<file path="src/rtl/calc_alu_if.sv">
// Request/response bundle between a calculator front end and calc_alu.
interface calc_alu_if;
    logic        start;
    logic [1:0]  op;
    logic [31:0] a;
    logic [31:0] b;
    logic [31:0] result;
    logic        error;
    logic        busy;
    logic        done;

    modport master (
        output start, op, a, b,
        input  result, error, busy, done
    );

    modport slave (
        input  start, op, a, b,
        output result, error, busy, done
    );
endinterface

</file>
<file path="src/rtl/calc_alu.sv">
// Signed 32-bit calculator: single-cycle add/sub, 32-step shift-add multiply and
// restoring divide on magnitudes, followed by a sign-fix/overflow stage.
module calc_alu (
    input  logic        clock,
    input  logic        reset,
    calc_alu_if.slave   bus
);

    typedef enum logic [1:0] {IDLE, ADDSUB, ITER, FIX} state_t;

    state_t      state;
    logic [31:0] a_q;
    logic [31:0] b_q;
    logic [1:0]  op_q;
    logic [4:0]  count;
    logic [63:0] acc;
    logic [31:0] result_q;
    logic        error_q;
    logic        busy_q;
    logic        done_q;

    logic [31:0] addend;
    logic [31:0] sum;
    logic        add_ovf;
    logic [31:0] mag_a_in;
    logic [31:0] mag_b;
    logic [32:0] mul_sum;
    logic [32:0] div_shift;
    logic        div_fit;
    logic [31:0] div_diff;
    logic        is_div;
    logic [63:0] mag;
    logic        neg;
    logic        fix_err;
    logic [31:0] fix_val;

    // Subtraction reuses the adder with an inverted operand and carry-in; the
    // overflow test looks at the operand signs the adder actually sees.
    assign addend  = op_q[0] ? ~b_q : b_q;
    assign sum     = a_q + addend + {31'b0, op_q[0]};
    assign add_ovf = (a_q[31] == addend[31]) && (sum[31] != a_q[31]);

    assign mag_a_in = bus.a[31] ? -bus.a : bus.a;
    assign mag_b    = b_q[31] ? -b_q : b_q;
    assign is_div   = op_q[1] & op_q[0];

    // acc holds {partial product, multiplier} for mul, {remainder, dividend/quotient} for div.
    assign mul_sum   = {1'b0, acc[63:32]} + (acc[0] ? {1'b0, mag_b} : 33'd0);
    assign div_shift = {acc[63:32], acc[31]};
    assign div_fit   = div_shift >= {1'b0, mag_b};
    assign div_diff  = div_shift[31:0] - mag_b;

    assign mag     = is_div ? {32'b0, acc[31:0]} : acc;
    assign neg     = a_q[31] ^ b_q[31];
    assign fix_err = (neg ? (mag > 64'h0000_0000_8000_0000) : (mag > 64'h0000_0000_7FFF_FFFF))
                   || (is_div && (b_q == 32'd0));
    assign fix_val = neg ? -mag[31:0] : mag[31:0];

    always_ff @(posedge clock or posedge reset) begin
        if (reset) begin
            state    <= IDLE;
            a_q      <= '0;
            b_q      <= '0;
            op_q     <= '0;
            count    <= '0;
            acc      <= '0;
            result_q <= '0;
            error_q  <= 1'b0;
            busy_q   <= 1'b0;
            done_q   <= 1'b0;
        end else begin
            case (state)
                IDLE: begin
                    done_q <= 1'b0;
                    if (bus.start) begin
                        a_q    <= bus.a;
                        b_q    <= bus.b;
                        op_q   <= bus.op;
                        acc    <= {32'b0, mag_a_in};
                        count  <= '0;
                        busy_q <= 1'b1;
                        state  <= bus.op[1] ? ITER : ADDSUB;
                    end
                end
                ADDSUB: begin
                    result_q <= add_ovf ? 32'd0 : sum;
                    error_q  <= add_ovf;
                    done_q   <= 1'b1;
                    busy_q   <= 1'b0;
                    state    <= IDLE;
                end
                ITER: begin
                    if (is_div)
                        acc <= {(div_fit ? div_diff : div_shift[31:0]), acc[30:0], div_fit};
                    else
                        acc <= {mul_sum, acc[31:1]};
                    count <= count + 5'd1;
                    if (count == 5'd31)
                        state <= FIX;
                end
                FIX: begin
                    result_q <= fix_err ? 32'd0 : fix_val;
                    error_q  <= fix_err;
                    done_q   <= 1'b1;
                    busy_q   <= 1'b0;
                    count    <= '0;
                    state    <= IDLE;
                end
                default: state <= IDLE;
            endcase
        end
    end

    assign bus.result = result_q;
    assign bus.error  = error_q;
    assign bus.busy   = busy_q;
    assign bus.done   = done_q;

endmodule
</file>
<file path="src/flat_wrapper.sv">
// flat-port wrapper written by rule: the top's interface ports become plain ports
module calc_alu_flat 
  (clock, reset, bus_start, bus_op, bus_a, bus_b, bus_result, bus_error, bus_busy, bus_done);
  calc_alu_if bus_i ();
  input  logic clock;
  input  logic reset;
  input wire logic [$bits(bus_i.start)-1:0] bus_start;
  input wire logic [$bits(bus_i.op)-1:0] bus_op;
  input wire logic [$bits(bus_i.a)-1:0] bus_a;
  input wire logic [$bits(bus_i.b)-1:0] bus_b;
  output wire logic [$bits(bus_i.result)-1:0] bus_result;
  output wire logic [$bits(bus_i.error)-1:0] bus_error;
  output wire logic [$bits(bus_i.busy)-1:0] bus_busy;
  output wire logic [$bits(bus_i.done)-1:0] bus_done;
  assign bus_i.start = bus_start;
  assign bus_i.op = bus_op;
  assign bus_i.a = bus_a;
  assign bus_i.b = bus_b;
  assign bus_result = bus_i.result;
  assign bus_error = bus_i.error;
  assign bus_busy = bus_i.busy;
  assign bus_done = bus_i.done;
  calc_alu u_core (.clock(clock), .reset(reset), .bus(bus_i));
endmodule
</file>
<file path="config.mk">
export PLATFORM = sky130hd
export DESIGN_NAME = calc_alu_flat
export DESIGN_NICKNAME = d
export VERILOG_FILES = /design/src/rtl/calc_alu_if.sv /design/src/rtl/calc_alu.sv /design/src/flat_wrapper.sv
export SDC_FILE = /design/constraint.sdc
export NUM_CORES = 1
export LEC_CHECK = 0
export CORE_MARGIN = 10
export CORE_UTILIZATION = 50
export CTS_CLUSTER_SIZE = 10
export DETAILED_ROUTE_END_ITERATION = 6
export HOLD_SLACK_MARGIN = 0.06
export PLACE_DENSITY = 0.7
export SLEW_MARGIN = 10
export SYNTH_ARGS = -nofsm -noshare
export SYNTH_HDL_FRONTEND = slang
export SYNTH_SLANG_ARGS = --single-unit
</file>
<file path="constraint.sdc">
create_clock -name clock -period 6.4 [get_ports clock]
set_input_delay 0.96 -clock clock [delete_from_list [all_inputs] [get_ports clock]]
set_output_delay 0.96 -clock clock [all_outputs]
set_load 0.01 [all_outputs]
</file>
# Word level (Yosys, flattened, before mapping)
# Index checks and enable logic that the tools add are counted.
[totals]
output_inout_bits = 35
input_bits = 69
reg_bits = 172
elab_cells = 71
[op_classes]
bitwise = 3
n_reduce_logical = 15
n_eq_ne = 8
add_sub_neg = 8
n_lt_le_gt_ge = 3
n_mux = 24
[op_table]
columns = ["operator", "count"]
rows = [
  ["$mux W32", 8],
  ["$mux W64", 3],
  ["$pmux W64 S2", 1],
  ["$neg A32 Y32", 3],
  ["$gt A64 B31 Y1 const B", 1],
  ["$gt A64 B32 Y1 const B", 1],
  ["$pmux W32 S2", 1],
  ["$add A32 B33 Y33", 1],
  ["$ge A33 B32 Y1", 1],
  ["$add A32 B1 Y32", 1],
  ["$add A32 B32 Y32", 1],
  ["$logic_not A32 Y1", 1],
  ["$not A32 Y32", 1],
  ["$sub A32 B32 Y32", 1],
  ["$pmux W5 S3", 1],
  ["$reduce_and A2 Y1", 5],
  ["$mux W2", 3],
  ["$pmux W1 S2", 3],
  ["$pmux W2 S3", 1],
  ["$reduce_bool A2 Y1", 3],
  ["$add A5 B1 Y5 const B", 1],
  ["$eq A5 B5 Y1 const B", 1],
  ["$mux W5", 1],
  ["$eq A2 B2 Y1 const B", 2],
  ["13 further kinds", 15],
]

# Depth between registers and ports, before layout
[logic_depth]
depth_word = 8
mapped_depth = 21
ltp_nobuf = 19

# Worst setup path after synthesis
# OpenSTA, ideal clock, no wires.
[synth_path]
path_type = "register -> register"
from = "register u_core.b_q[7]"
to = "register u_core.acc[49]"
required_ns = 6.279
arrival_ns = 5.220
stages_incl_launch_ff = 19
n_path_buf = 3
path_slack_ns = 1.059
setup_time_ns = 0.121
period_less_slack_ns = 5.341
path_cell_list = "dfrtp_1 > clkbuf_1 > or4_1 > or4_1 > or3_1 > or3_1 > o31ai_1 > xor2_1 > ha_1 > a21oi_1 > o21ai_0 > a21oi_1 > nor2_1 > a311o_1 > nor3_1 > clkbuf_1 > buf_1 > o21ai_0 > a22o_1"
[synth_via]
elab_chain_cells = 6
elab_cells_between_ends = 9
cone_classes = "add/sub (3); order compare (1); mux (5)"
[synth_rtl]
columns = ["item", "line", "rtl"]
rows = [
  ["start: declaration", "calc_alu.sv:13", "logic [31:0] b_q;"],
  ["start signal: assignment", "calc_alu.sv:77", "b_q <= bus.b;"],
  ["$neg A32 Y32", "calc_alu.sv:44", "assign mag_b = b_q[31] ? -b_q : b_q;"],
  ["$mux W32 (*)", "calc_alu.sv:44", ""],
  ["$mux W32, or another cell as far along", "calc_alu.sv:48", "assign mul_sum = {1'b0, acc[63:32]} + (acc[0] ? {1'b0, mag_b} : 33'd0);"],
  ["$add A32 B33 Y33 or $mux W32 (tied branches)", "calc_alu.sv:48, calc_alu.sv:94", ""],
  ["$mux W64 (*)", "calc_alu.sv:93", "if (is_div)"],
  ["$pmux W64 S2 (*)", "calc_alu.sv:72", "case (state)"],
  ["end signal: assignment", "calc_alu.sv:79", "acc <= {32'b0, mag_a_in};"],
  ["end signal: assignment", "calc_alu.sv:94", "acc <= {(div_fit ? div_diff : div_shift[31:0]), acc[30:0], div_fit};"],
  ["end signal: assignment", "calc_alu.sv:96", "acc <= {mul_sum, acc[31:1]};"],
  ["end: declaration", "calc_alu.sv:16", "logic [63:0] acc;"],
]
# Mark *: on every way between the ends. The rest lies on a longest branch, timed or not.
# A chain may end at the register's enable or synchronous reset.

# Worst setup path after layout
[layout_path]
from = "register u_core.b_q[7]"
to = "register u_core.acc[62]"
# The elaborated chain is that of the path after synthesis.

==> impl_metrics.ini <==
[run_status]
status = completed

[cells_and_area]
areaGrowthSynthToFinish_pct = 12.98
fin_util_pct = 57.85
layout-drive-gt1-share_pct = 7.692
num_antenna_cells = 0
layout.nets = 2004

[floorplan]
dieHeight_um = 192.1
ios = 104
die_area_sq_um = 36920
start_util_pct = 51.20
die_w_um = 192.1
rows = 62
fp.coreArea_sq_um = 28940

[clock_network]
cts_buffers = 17
clk_latency_ns = 0.46
clock_sinks = 172
cts_max_path_buffers = 2
cts_setup_buffers = 0
cts.clk_slew.worst_paths_ns = 0.08
cts_resized = 0
hold_buffers = 0
cts_root_buf = clkbuf_16
cts_tree = yes
cts_max_level = 4

[critical_path]
r2r-start = u_core.b_q[7]
worst_path_largest_cell_delay_ns = 0.61
crit_buf_inv = 1
critPathMaxFanout = 43
path_class = flip-flop to flip-flop
rr_endpoint = u_core.acc[62]
end_kind = flip-flop
reg2reg_depth = 18
cp_common_cell = a21oi_1
crit_family = simple AND/OR/NAND/NOR gates
worst_ep_required_time_ns = 6.75
critPathArrivalTime_ns = 6.07
regToRegSetupSlack_ns = 0.68
path_cells = or4_1 -> or4_1 -> or3_1 -> or3_1 -> o31ai_1 -> xor2_1 -> ha_1 -> a21oi_1 -> o21ai_0 -> a21oi_1 -> nor2_1 -> a311o_1 -> nor3_2 -> buf_4 -> nor3b_1 -> mux2i_1 -> a21oi_1 -> a221o_1
crit_slowest_cell = or4_1
crit_path_start_kind = flip-flop

[logic_synthesis]
yosys-top-cells-area = dfrtp_1 29%, ha_1 8.4%, xor2_1 6.1%
synth_cell_type_count = 72
synth_top_area_share_pct = 29.05
synth_nets = 1956
synth_flop_cell = dfrtp_1
synth-edff-count = 0
synth.avg_cell_area_sq_um = 8.300
yosysSeqAreaShare_pct = 29.05
synth_top_area_cell = dfrtp_1
yosys_warnings = 0
synthCells = 1785
synthesis.area_sq_um = 14820
async_flop_share_pct = 100.0
ys_seq_elements = 172

[drt]
via_count = 14140
routedWlPerCell_um = 22.09
vias_per_cell = 6.342
drtAntennaViolNets = 0
dr.pass1.iters = 6
drc_errors = 0
routed_wirelength_um = 49250
drtIter0Drc = 1516

[timing]
finalCritPeriodShare_pct = 89.42
worstMarginPinSlew_ns = 1.208
grt_setup_unrepaired = false
slew_violations = 0
setup_viol = 0
relSlewSlack_pct = 19.22
setup_tns_ns = 0
final.min_clock_period_ns = 5.723
finClkSkew_ns = 0.01492
hold_viol = 0
clock.fmax_ghz = 0.1747

[grt]
grt_util_all_layers_pct = 26.16
grt_pass1_vias = 13220
grt_max_degree = 73
grt-ovfl-total = 0
antenna_found_initial = 0
grt_pass1_wl_um = 75910

[hold_path]
hp-class = flip-flop to flip-flop
hold_depth = 2
min_to = u_core.bus.done
hp-start = u_core.bus.done

[placed_design]
hpwl_um = 37110
place_congestion = 0.9568
port_buffers = 103

[job]
drv_cap = 0
cell usage in the layout (no fill, tap or decap), types with 17 or more instances in the layout:
master,n
clkbuf_16,17
a221o_1,20
buf_4,21
nor2_1,145
nor4_1,17
a21o_1,34
a21oi_1,146
o21ai_1,17
a31oi_1,17
nand2_1,202
o211ai_1,21
xor2_1,104
nand3_1,43
and3_1,21
dfrtp_1,171
clkdlybuf4s50_1,103
ha_1,99
nor3_1,24
inv_1,30
o21ai_0,142
o31ai_1,24
xnor2_1,101
mux2_2,63
a22o_1,20
synthesized netlist by cell type, drive strengths merged (32+ instances only):
cell      n
xor2    104
clkbuf   81
mux2     63
a21o     34
nand2   203
ha       99
xnor2   101
o21ai   160
nand3    43
inv      32
a21oi   146
nor2    145
dfrtp   172
layer usage:
layer	part of all wire (%)	wire, um	GRT usage, %	vias up
met4	2.9	1432	8.587	0
met2	45	22330	41.09	589
met5	0	0	0	-
met3	7.0	3468	4.135	93
li1	-	-	-	6620
met1	45	22030	35.93	6841
tightest hold or removal path, cell delays in order (launching register included):
cell,delay [ns]
dfrtp_1,0.34
nand2_1,0.05
nand2_1,0.06
worst max-delay path by stage:
| stage | from | endpoint | slack, ns | depth (start not counted) |
|---|---|---|---|---|
| after floorplan | reset | u_core.a_q[0] | 0.78 | 1 |
| after global placement | u_core.b_q[7] | u_core.acc[62] | 0.94 | 18 |
| after detailed placement | u_core.b_q[7] | u_core.acc[62] | 0.77 | 18 |
| after CTS | u_core.b_q[7] | u_core.acc[62] | 0.73 | 18 |
| after global routing | u_core.b_q[0] | u_core.acc[38] | 0.33 | 20 |
| final | u_core.b_q[7] | u_core.acc[62] | 0.68 | 18 |
state kept, by name, indices dropped and copies added (netlist names):
name and flops:
u_core.state 2, u_core.count 5, u_core.bus.result 32, u_core.b_q 32, u_core.bus.busy 1, u_core.a_q 32, u_core.op_q 2, u_core.bus.done 1
u_core.bus.error 1, u_core.acc 64
final cells by class:
cell class              count  area (sq um)
inverters                  33         128.9
well taps                 384         480.5
flip-flops and latches    172          4305
clock buffers              18         429.2
fillers                  2620         12200
clock inverters            14         145.1
multi-input cells        1485         10060
repair buffers            124          1189
cell families (layout without fill, tap and decap cells):
logic type / Yosys count / in the layout / synth area share [%]
flip-flops: 172 / 172 / 29.05
AND/OR/NAND/NOR: 553 / 553 / 17.40
AO/OA/AOI/OAI: 546 / 546 / 23.50
buffers and inverters: 128 / 189 / 3.294
multiplexers: 79 / 79 / 5.869
adder cells (fa/ha/maj): 102 / 102 / 8.766
XOR/XNOR: 205 / 205 / 12.12
through the flow:
stage,setup WS [ns],hold slack (ns),cell area (sq um),cells
CTS,0.7252,0.4873,16740,2230
global route,0.3264,0.5285,16740,2230
detailed placement,0.7682,0.4685,16160,2198
floorplan,0.7799,0.4712,14820,1785
finish,0.6770,0.4842,16740,2230
global placement,0.9357,0.4637,16160,2198
Power is left out: the tool's default activity adds up to more than one toggle a clock period on the data nets, which glitch-free logic cannot reach.
